==> src/rtl/pair_pack_pkg.sv <==
// Shared types and defaults for the pair packing arbiter.
package pair_pack_pkg;

    localparam int unsigned DEFAULT_TIMEOUT = 16;

    // First member is the most significant field, so high lands in [15:8].
    typedef struct packed {
        logic [7:0] high;
        logic [7:0] low;
    } pair_t;

    typedef enum logic [1:0] {
        IDLE,
        HAVE_HIGH,
        OUT
    } state_t;

endpackage

==> src/rtl/pair_pack_arbiter_rr.sv <==
// Two-requester round-robin grant with a 1-bit priority pointer.
module rr_arbiter2 (
    input  logic       clk,
    input  logic       rst_n,
    input  logic       en,
    input  logic [1:0] req,
    output logic [1:0] gnt
);

    logic rr;

    always_comb begin
        gnt = 2'b00;
        if (en) begin
            if (req == 2'b11) begin
                gnt = rr ? 2'b10 : 2'b01;
            end else begin
                gnt = req;
            end
        end
    end

    // Any grant is a transfer since grants are only given to valid requesters.
    always_ff @(posedge clk or negedge rst_n) begin
        if (!rst_n) begin
            rr <= 1'b0;
        end else if (gnt != 2'b00) begin
            rr <= ~gnt[1];
        end
    end

endmodule

==> src/rtl/pair_pack_arbiter.sv <==
// Collects bytes from two requesters into high/low pairs, closing a pair early on timeout.
module pair_pack_arbiter
    import pair_pack_pkg::*;
#(
    parameter int unsigned TIMEOUT = DEFAULT_TIMEOUT
) (
    input  logic        clk,
    input  logic        rst_n,
    input  logic [1:0]  in_valid,
    input  logic [7:0]  in_data0,
    input  logic [7:0]  in_data1,
    output logic [1:0]  in_ready,
    output logic        out_valid,
    input  logic        out_ready,
    output logic [15:0] out_data,
    output logic [7:0]  out_sum,
    output logic        out_partial,
    output logic [1:0]  out_src
);

    state_t     state, state_d;
    logic [7:0] cnt;
    logic [7:0] hi_q;
    logic       hi_src;
    pair_t      pair_q;
    logic [1:0] gnt;
    logic       xfer;
    logic       gidx;
    logic [7:0] byte_in;
    logic       cnt_last;
    logic       cap_hi;
    logic       cap_lo;
    logic       tmo;

    // Gating with rst_n keeps in_ready low while reset is held.
    rr_arbiter2 u_arb (
        .clk   (clk),
        .rst_n (rst_n),
        .en    (rst_n && (state != OUT)),
        .req   (in_valid),
        .gnt   (gnt)
    );

    assign in_ready = gnt;
    assign xfer     = (gnt != 2'b00);
    assign gidx     = gnt[1];
    assign byte_in  = gidx ? in_data1 : in_data0;
    assign cnt_last = (cnt == 8'(TIMEOUT - 1));

    always_comb begin
        state_d = state;
        cap_hi  = 1'b0;
        cap_lo  = 1'b0;
        tmo     = 1'b0;
        case (state)
            IDLE: begin
                if (xfer) begin
                    cap_hi  = 1'b1;
                    state_d = HAVE_HIGH;
                end
            end
            HAVE_HIGH: begin
                if (xfer) begin
                    cap_lo  = 1'b1;
                    state_d = OUT;
                end else if (cnt_last) begin
                    tmo     = 1'b1;
                    state_d = OUT;
                end
            end
            OUT: begin
                if (out_ready) begin
                    state_d = IDLE;
                end
            end
            default: state_d = IDLE;
        endcase
    end

    always_ff @(posedge clk or negedge rst_n) begin
        if (!rst_n) begin
            state       <= IDLE;
            cnt         <= '0;
            hi_q        <= '0;
            hi_src      <= 1'b0;
            pair_q      <= '0;
            out_valid   <= 1'b0;
            out_partial <= 1'b0;
            out_src     <= '0;
        end else begin
            state <= state_d;
            if (cap_hi) begin
                hi_q   <= byte_in;
                hi_src <= gidx;
                cnt    <= '0;
            end else if (state == HAVE_HIGH && !cap_lo && !tmo) begin
                cnt <= cnt + 8'd1;
            end
            if (cap_lo) begin
                pair_q      <= '{high: hi_q, low: byte_in};
                out_src     <= {hi_src, gidx};
                out_partial <= 1'b0;
                out_valid   <= 1'b1;
            end else if (tmo) begin
                pair_q      <= '{high: hi_q, low: 8'h00};
                out_src     <= {hi_src, 1'b0};
                out_partial <= 1'b1;
                out_valid   <= 1'b1;
            end else if (state == OUT && out_ready) begin
                out_valid <= 1'b0;
            end
        end
    end

    assign out_data = pair_q;
    assign out_sum  = pair_q.high + pair_q.low;

endmodule

==> config.mk <==
export PLATFORM = sky130hd
export DESIGN_NAME = pair_pack_arbiter
export DESIGN_NICKNAME = d
export VERILOG_FILES = /design/src/rtl/pair_pack_pkg.sv /design/src/rtl/pair_pack_arbiter_rr.sv /design/src/rtl/pair_pack_arbiter.sv
export SDC_FILE = /design/constraint.sdc
export NUM_CORES = 1
export LEC_CHECK = 0
export BUFFER_PORTS_ARGS = -buffer_cell sky130_fd_sc_hd__buf_2
export CORE_ASPECT_RATIO = 1.4
export CORE_MARGIN = 2
export CORE_UTILIZATION = 57
export CTS_CLUSTER_SIZE = 20
export DETAILED_ROUTE_END_ITERATION = 6
export GPL_ROUTABILITY_DRIVEN = 0
export PLACE_DENSITY_LB_ADDON = 0.2
export SLEW_MARGIN = 5
export SYNTH_ARGS = -nofsm -noshare
export SYNTH_HDL_FRONTEND = slang
export SYNTH_SLANG_ARGS = --single-unit
==> constraint.sdc <==
create_clock -name clk -period 3.6 [get_ports clk]
set_clock_uncertainty 0.2 [all_clocks]
set_input_delay 0.54 -clock clk [delete_from_list [all_inputs] [get_ports clk]]
set_output_delay 0.54 -clock clk [all_outputs]
set_load 0.01 [all_outputs]
---- Word level (Yosys, flattened, before mapping) ----
Cells that the tools add are included.
storage, ports and cells
  register bits after elaboration ......... 40
  input port bits ......................... 21
  output and inout bits ................... 30
  word-level logic and storage cells ...... 59
operators by class
  $add $sub $neg .......................... 2
  equality and inequality tests ........... 8
  muxes and demuxes ....................... 26
  bitwise gates (word level) .............. 1
  reductions and logical operators ........ 12
operators with widths
  cell                   count
  $mux W16               2
  $mux W8                3
  $mux W2                9
  $mux W1                11
  $add A8 B1 Y8 const B  1
  $add A8 B8 Y8          1
  $eq A8 B4 Y1 const B   1
  $ne A2 B2 Y1 const B   3
  $pmux W2 S3            1
  $reduce_bool A2 Y1     3
  $eq A2 B2 Y1 const B   2
  $logic_and A1 B1 Y1    4
  $ne A3 B3 Y1 const B   1
  $reduce_and A3 Y1      1
  $reduce_bool A3 Y1     1
  $eq A2 B1 Y1 const B   1
  $logic_not A1 Y1       2
  $logic_not A2 Y1       1
  $not A1 Y1             1

---- Logic depth before layout (Yosys ltp) ----
Gate-level depths: netlist of run 1.
  depth in word-level cells ............... 11
  gate-level depth with buffers ........... 7
  mapped depth without buffers ............ 7

---- Cells and area by module ----
Synthesis of run 1 repeated with hierarchy kept, for this count alone.
second synthesis, totals
  cells, all modules ...................... 198
  area total of the unflattened synthesis .. 2,089.5 µm²
modules (own cells, without submodules)
  module             instances  cells an instance  area an instance (µm²)  sequential area each (µm²)
  pair_pack_arbiter  1          190                2,028.2                 975.9
  rr_arbiter2        1          8                  61.3                    25.0

---- Worst setup path after synthesis of run 1 ----
OpenSTA, ideal clock, no wires.
  path type ............................... reg-to-output
  start ................................... register pair_q, in the netlist out_data[0]
  end ..................................... output port out_sum[6]
  data arrival time ....................... 1,811 ps
  required time ........................... 2,860 ps
  setup slack ............................. 1,049 ps
  cell stages (with the launch flop) ...... 8
  path buffers ............................ 0
  cells stage by stage .................... dfrtp_1 -> ha_1 -> inv_1 -> fa_1 -> nor2b_1 -> o21a_1 -> o21a_1 -> o311ai_0
between the ends
  longest elaborated chain between the ends .. 1
ends and longest elaborated chain
  item                    RTL line                  text
  from (decl)             pair_pack_arbiter.sv:25   pair_t pair_q;
  from (signal assigned)  pair_pack_arbiter.sv:100  pair_q <= '{high: hi_q, low: byte_in};
  from (signal assigned)  pair_pack_arbiter.sv:105  pair_q <= '{high: hi_q, low: 8'h00};
  $add A8 B8 Y8           pair_pack_arbiter.sv:116  assign out_sum = pair_q.high + pair_q.low;
  to (decl)               pair_pack_arbiter.sv:16   output logic [7:0] out_sum,
No other way between the ends.

---- Worst setup path in the final report of run 1 ----
Same ends and word-level chain as after synthesis.

==> results_dict.tcl, run 1 <==
set metrics [dict create \
    yosysMostFrequentCell "dfrtp_1" \
    cts_tree "done" \
    wl_per_cell_um 13.9 \
    rsz0062_at_grt "false" \
    hold_start "out_ready" \
    hp-class "in2reg" \
    synth_area_mm2 0.00205 \
    clk_path_buf_depth 2 \
    ys_seq_area_share_pct 48.8 \
    grtUsageTotal_pct 22.1 \
    worstSetupStartpointType "register" \
    pwr_density_cell_mw_per_mm2 855 \
    ios 51 \
    seqCellArea_mm2 0.00100 \
    fin_nets 273 \
    path_cells "ha_1 > inv_1 > fa_1 > nor2b_1 > o21a_1 > o21a_1 > o311ai_0 > buf_2" \
    multi_input_area_um2 966 \
    timing_worst_slew_pin_value_ps 658 \
    nFillCells 281 \
    syn_inst 188 \
    htree_num_levels 2 \
    via_per_inst 5.67 \
    crit_path_end_kind "primary output" \
    finalCriticalPeriod_ps 2830 \
    yosys_warnings 0 \
    drcViolationCount 0 \
    grt_pass1_wl_um 6370 \
    synth_area_leaders "dfrtp_1 49%, mux2_4 5.9%, ha_1 4.9%, o21ai_0 4.1%, mux2i_1 3.9%" \
    yosysTopAreaCellShare_pct 48.8 \
    async_flop_share_pct 100 \
    drtIter0Drc 25 \
    synth.top_cells.by_count "40 x dfrtp_1, 17 x nand2_1, 17 x o21ai_0" \
    drtAntennaViolNets 0 \
    row_count 25 \
    max-cap-violations 0 \
    die_h_um 75.0 \
    synth_top_area_cell "dfrtp_1" \
    cp_slowest_stage_delay_ps 400 \
    drv_slew 0 \
    arrival_ps 2090 \
    synthFlopType "dfrtp_1" \
    initial_core_util_pct 60.1 \
    fin_crit_sh_pct 78.5 \
    syn_area_per_cell_um2 10.9 \
    p_seq_share_pct 36.7 \
    min_path_cells 2 \
    cts.sinks 40 \
    antenna_found_initial 0 \
    vdd.ir_drop.worst_uv 627 \
    pwr-share-clk_pct 13.3 \
    vias 1604 \
    cts.clk_slew.worst_paths_ps 70 \
    post_dp_cell_area_mm2 0.00233 \
    p_sw_mw 0.817 \
    combPwrFrac_pct 50.0 \
    grt_max_degree 27 \
    insertion_delay_ps 290 \
    coreArea_mm2 0.00341 \
    ys_types 40 \
    root_buffer "clkbuf_8" \
    cts_made_buffers 5 \
    setup_viol 0 \
    firstDrtPassIters 4 \
    synth-seq-cells 40 \
    setup_tns_ps 0 \
    cpMaxStageDelayCell "dfrtp_1" \
    crit_fanout 3 \
    cp.required_ps 2860 \
    grt_pass1_vias 1495 \
    r2r_setup_slack_ps 1390 \
    slew_headroom_pct 55.8 \
    grt-ovfl-total 0 \
    synth-edff-count 0 \
    portBuffers 50 \
    n_antenna_cell 0 \
    r2r_end "cnt[3]" \
    area_growth_pct 17.9 \
    fp.dieW_um 54.7 \
    synthesis.nets 218 \
    final_area_mm2 0.00242 \
    r2r_start "cnt[4]" \
    path_common_cell "o21a_1" \
    clock.fmax_mhz 354 \
    p_int_mw 1.25 \
    dpl.hpwl_um 2940 \
    outcome "complete, no violations" \
    drive_above_1_share_pct 29.2 \
    routed_wl_um 3940 \
    p_leak_nw 1.25 \
    r2r_cells 4 \
    hold_viol_final 0 \
    min_to "state[1]" \
    die-area_mm2 0.00410 \
    p_sw_share_pct 39.5 \
    worstSetupPathType "reg2out" \
    postCtsSetupRepairBufs 0 \
]
-- metal layers --
metal	wire, um	part of all wire, %	GRT usage [%]
met1	1680	43	24.5
met2	2020	51	38.4
met3	178	4.5	5.95
met4	66	1.7	10.0
met5	0	0	0
-- area by class of cell --
class	count	share of cell area (%)
Clock inverter	1	0.207
Inverter	11	1.71
Sequential cell	40	41.4
Tap cell	40	2.07
Timing Repair Buffer	54	11.7
Clock buffer	6	3.00
Multi-Input combinational cell	131	39.9
-- state kept, by name, indices dropped and copies added (netlist names), 2 cells and up --
name	cells
out_src	2
out_data	16
cnt	8
hi_q	8
state	2
-- placed cells by master (no fill, tap or decap), types with 2 or more instances in the layout --
cell type,netlist,final
nand2_1,17,17
xnor2_1,4,4
nor3_1,3,3
a22o_1,2,2
o21a_1,3,3
buf_2,1,50
nand4_1,3,3
or3_1,4,4
ha_1,8,8
clkbuf_8,0,5
and4_1,2,2
dfrtp_1,40,40
mux2_4,8,8
buf_4,3,3
nand2b_1,3,3
nand3_1,6,6
mux2i_1,8,8
inv_1,11,11
xor2_1,3,3
o2111ai_1,2,2
o21ai_0,17,17
o211ai_1,2,2
o2bb2ai_1,8,8
a21oi_1,7,7
nor2b_1,3,3
nor2_1,5,5
-- repair_timing --
| item | in CTS | in global routing |
|---|---|---|
| hold endpoints to repair | 14 | 0 |
| resized for setup | 0 | 0 |
| hold buffers | 1 | 0 |
-- critical path: cells and delay by family (launching register included) --
| kind | cells | cell delay, ps |
|---|---|---|
| AO/OA/AOI/OAI | 3 | 670 |
| flip-flops | 1 | 400 |
| buffers and inverters | 2 | 260 |
| adder cells (fa/ha/maj) | 2 | 410 |
| AND/OR/NAND/NOR | 1 | 60 |
-- cell families (layout without fill, tap and decap cells) --
kind of cell,Yosys count,in the layout,synth area share (%)
AO/OA/AOI/OAI,48,48,15.4
AND/OR/NAND/NOR,50,50,12.5
multiplexers,17,17,10.3
flip-flops,40,40,48.8
XOR/XNOR,7,7,2.99
buffers and inverters,17,72,4.09
adder cells (fa/ha/maj),9,9,5.86
-- through the flow --
stage | hold slack, ps | setup slack [ps] | power [mW] | utilization (%) | cells
6_report | 256 | 774 | 2.07 | 70.9 | 283
5_1_grt | 268 | 624 | 2.26 | 70.9 | 283
4_1_cts | 254 | 746 | 2.09 | 70.9 | 283
3_5_place_dp | 271 | 1070 | 1.81 | 68.4 | 275
3_3_place_gp | 265 | 1120 | 1.78 | 68.4 | 275
2_1_floorplan | 44.4 | 1050 | 1.48 | - | 188
-- power by group through the flow --
stage	Clock, mW	Combinational [mW]	Sequential [mW]
after floorplan	0	0.685	0.791
after global placement	0	1.02	0.759
after detailed placement	0	1.04	0.766
after CTS	0.283	1.05	0.760
after global routing	0.301	1.18	0.785
final	0.275	1.03	0.760
-- worst max-delay path by stage --
| stage | startpoint | to | slack (ps) | cells after the start |
|---|---|---|---|---|
| after floorplan | out_data[0] | out_sum[6] | 1050 | 7 |
| after global placement | out_data[0] | out_sum[6] | 1120 | 8 |
| after detailed placement | out_data[0] | out_sum[6] | 1070 | 8 |
| after CTS | out_data[0] | out_sum[6] | 750 | 8 |
| after global routing | out_data[0] | out_sum[6] | 620 | 8 |
| final | out_data[0] | out_sum[6] | 770 | 8 |
No activity file was read; power rests on OpenSTA's default activity.
==> run 2: changes to the inputs <==
ABC_AREA = 1   (was unset)
CORE_UTILIZATION = 53   (was 57)
clock period = 2.8 ns   (was 3.6 ns; I/O delays follow)
==> run 2 against run 1 <==
- the flow now finishes with violations (hold timing)
- non-clock buffer count down 2
- synthesized cell count up 46%
- cell count up 31%
- sequential power up 27%
- largest cell class is now multi-input combinational cells
- highest routed layer unchanged
==> results_dict.tcl, run 2 <==
set metrics [dict create \
    postCtsSetupRepairBufs 0 \
    grt_pass1_wl_um 8020 \
    layout_common_cells "122 x nand2_1, 50 x buf_2, 40 x dfrtp_1" \
    synth-seq-cells 40 \
    ys_types 24 \
    initial_core_util_pct 54.9 \
    worstSetupPathType "reg2out" \
    nFillCells 358 \
    setup_viol 0 \
    yosysMostFrequentCell "nand2_1" \
    fin_nets 357 \
    rsz0062_at_grt "false" \
    die-area_mm2 0.00459 \
    firstDrtPassIters 4 \
    grtUsageTotal_pct 22.5 \
    p_seq_share_pct 33.2 \
    grt_max_degree 41 \
    insertion_delay_ps 290 \
    violations "hold timing" \
    cp.required_ps 2180 \
    async_flop_share_pct 100 \
    met1_usage_pct 26.7 \
    fp.dieW_um 57.8 \
    setup_tns_ps 0 \
    cp_slowest_stage_delay_ps 400 \
    drtIter0Drc 69 \
    drv_slew 0 \
    placedCellCount 363 \
    pwr_density_cell_mw_per_mm2 1150 \
    cts.sinks 40 \
    slew_headroom_pct 60.1 \
    root_buffer "clkbuf_8" \
    cts_made_buffers 5 \
    clk_path_buf_depth 2 \
    synth_area_leaders "dfrtp_1 47%, nand2_1 21%, nand3_1 6.8%, ha_1 4.7%, inv_1 3.1%" \
    drtAntennaViolNets 0 \
    fin_crit_sh_pct 89.0 \
    yosys_warnings 0 \
    crit_path_end_kind "primary output" \
    via_per_inst 5.11 \
    r2r_end "cnt[3]" \
    dpl.hpwl_um 3260 \
    row_count 27 \
    drive_above_1_share_pct 22.0 \
    hold_viol_final 11 \
    synth.top_cells.by_count "122 x nand2_1, 40 x dfrtp_1, 29 x nand3_1" \
    hold_buffers 0 \
    r2r_cells 5 \
    clock.fmax_mhz 401 \
    ys_seq_area_share_pct 46.6 \
    drcViolationCount 0 \
    wl_per_cell_um 11.9 \
    instances_no_fill 371 \
    holdWs_ps -13.0 \
    arrival_ps 1870 \
    combPwrFrac_pct 50.7 \
    hp-class "in2async" \
    grt_pass1_vias 1865 \
    cpMaxStageDelayCell "fa_1" \
    synth-edff-count 0 \
    cts_resized 0 \
    final_common_cell "nand2_1" \
    cp_top_family "adder cells" \
    largest_reg_flops 16 \
    grt-ovfl-total 0 \
    htree_num_levels 2 \
    cts.clk_slew.worst_paths_ps 80 \
    area_growth_pct 18.2 \
    portBuffers 50 \
    synth_top_area_cell "dfrtp_1" \
    r2r_start "state[1]" \
    pwr-share-clk_pct 16.0 \
    vias 1894 \
    multi_input_area_mm2 0.00103 \
    path_cells "ha_1 > inv_1 > fa_1 > inv_1 > nand4_1 > nand3_1 > xor2_1 > buf_2" \
    synth_area_mm2 0.00215 \
    ios 51 \
    synthesis.nets 305 \
    crit_fanout 3 \
    routed_wl_um 4410 \
    coreArea_mm2 0.00392 \
    globalRouteMet2Util_pct 39.5 \
    max-cap-violations 0 \
    cts_tree "done" \
    outcome "finished, violations left" \
    yosysTopAreaCellShare_pct 46.6 \
    vdd.ir_drop.worst_uv 800 \
    antenna_found_initial 0 \
    timing_worst_slew_pin_value_ps 598 \
    p_sw_mw 1.26 \
    synthFlopType "dfrtp_1" \
    n_antenna_cell 0 \
    r2r_setup_slack_ps 760 \
    met3_usage_pct 3.91 \
    path_common_cell "inv_1" \
    syn_area_per_cell_um2 7.82 \
    p_leak_nw 1.52 \
    finalCriticalPeriod_ps 2490 \
    seqCellArea_mm2 0.00100 \
    worstSetupStartpointType "register" \
    p_sw_share_pct 43.4 \
    cp_num_buf_inv 3 \
    grt-busiest-layer "met2" \
    p_int_mw 1.65 \
    syn_inst 275 \
    die_h_um 79.4 \
]
==> run 2: changes by cell type in the layout (fill, tap and decap cells not counted), moves of 4 or more <==
cell       previous run  this run
inv_2                 0         4
nand3_1               6        29
o21ai_0              17         2
mux2_4                8         0
or3_1                 4         0
xor2_1                3         7
mux2i_1               8         0
nand2_1              17       122
inv_1                11        18
o2bb2ai_1             8         0
==> run 2: power by group through the flow <==
| stage | combinational [mW] | sequential (mW) | clock, mW |
|---|---|---|---|
| after floorplan | 0.979 | 1.02 | 0 |
| after global placement | 1.46 | 0.969 | 0 |
| after detailed placement | 1.50 | 0.979 | 0 |
| after CTS | 1.50 | 0.970 | 0.475 |
| after global routing | 1.69 | 1.01 | 0.495 |
| final | 1.48 | 0.969 | 0.467 |
==> run 2: final cells by class <==
type	count	area share, %
Inverter	22	3.25
Sequential cell	40	39.4
Timing Repair Buffer	52	10.4
Tap cell	43	2.12
Clock buffer	5	2.71
Clock inverter	3	1.67
Multi-Input combinational cell	206	40.4
==> run 2: routing by layer <==
metal | up-vias | routed length (um)
li1 | 979 | -
met1 | 873 | 1850
met2 | 36 | 2320
met3 | 6 | 149
met4 | 0 | 78
met5 | - | 0
==> run 2: how the worst max path moves through the flow <==
stage	from	end	slack [ps]	cells after the start
2_1_floorplan	out_data[0]	out_sum[6]	700	7
5_1_grt	out_data[0]	out_sum[6]	130	8
3_5_place_dp	out_data[0]	out_sum[6]	600	8
3_3_place_gp	out_data[0]	out_sum[6]	650	8
4_1_cts	out_data[0]	out_sum[6]	270	8
6_report	out_data[0]	out_sum[6]	310	8
==> run 2: cell families after synthesis <==
logic type	count (synthesis)	share of synthesized area, %
fa+ha+maj	9	5.59
flops	40	46.6
xor+xnor	12	4.89
compound gates	18	5.01
buf+inv	29	5.70
simple gates	167	32.2
==> run 2: metrics by stage <==
stage	utilization, %	worst slack, ps	hold WS [ps]	power, mW	instance area [um^2]
2_1_floorplan	-	702	-75.6	2.00	2150
3_3_place_gp	62.0	652	254	2.43	2430
3_5_place_dp	62.0	602	260	2.48	2430
4_1_cts	64.8	273	8.68	2.94	2540
5_1_grt	64.8	132	37.1	3.20	2540
6_report	64.8	309	-13.0	2.91	2540
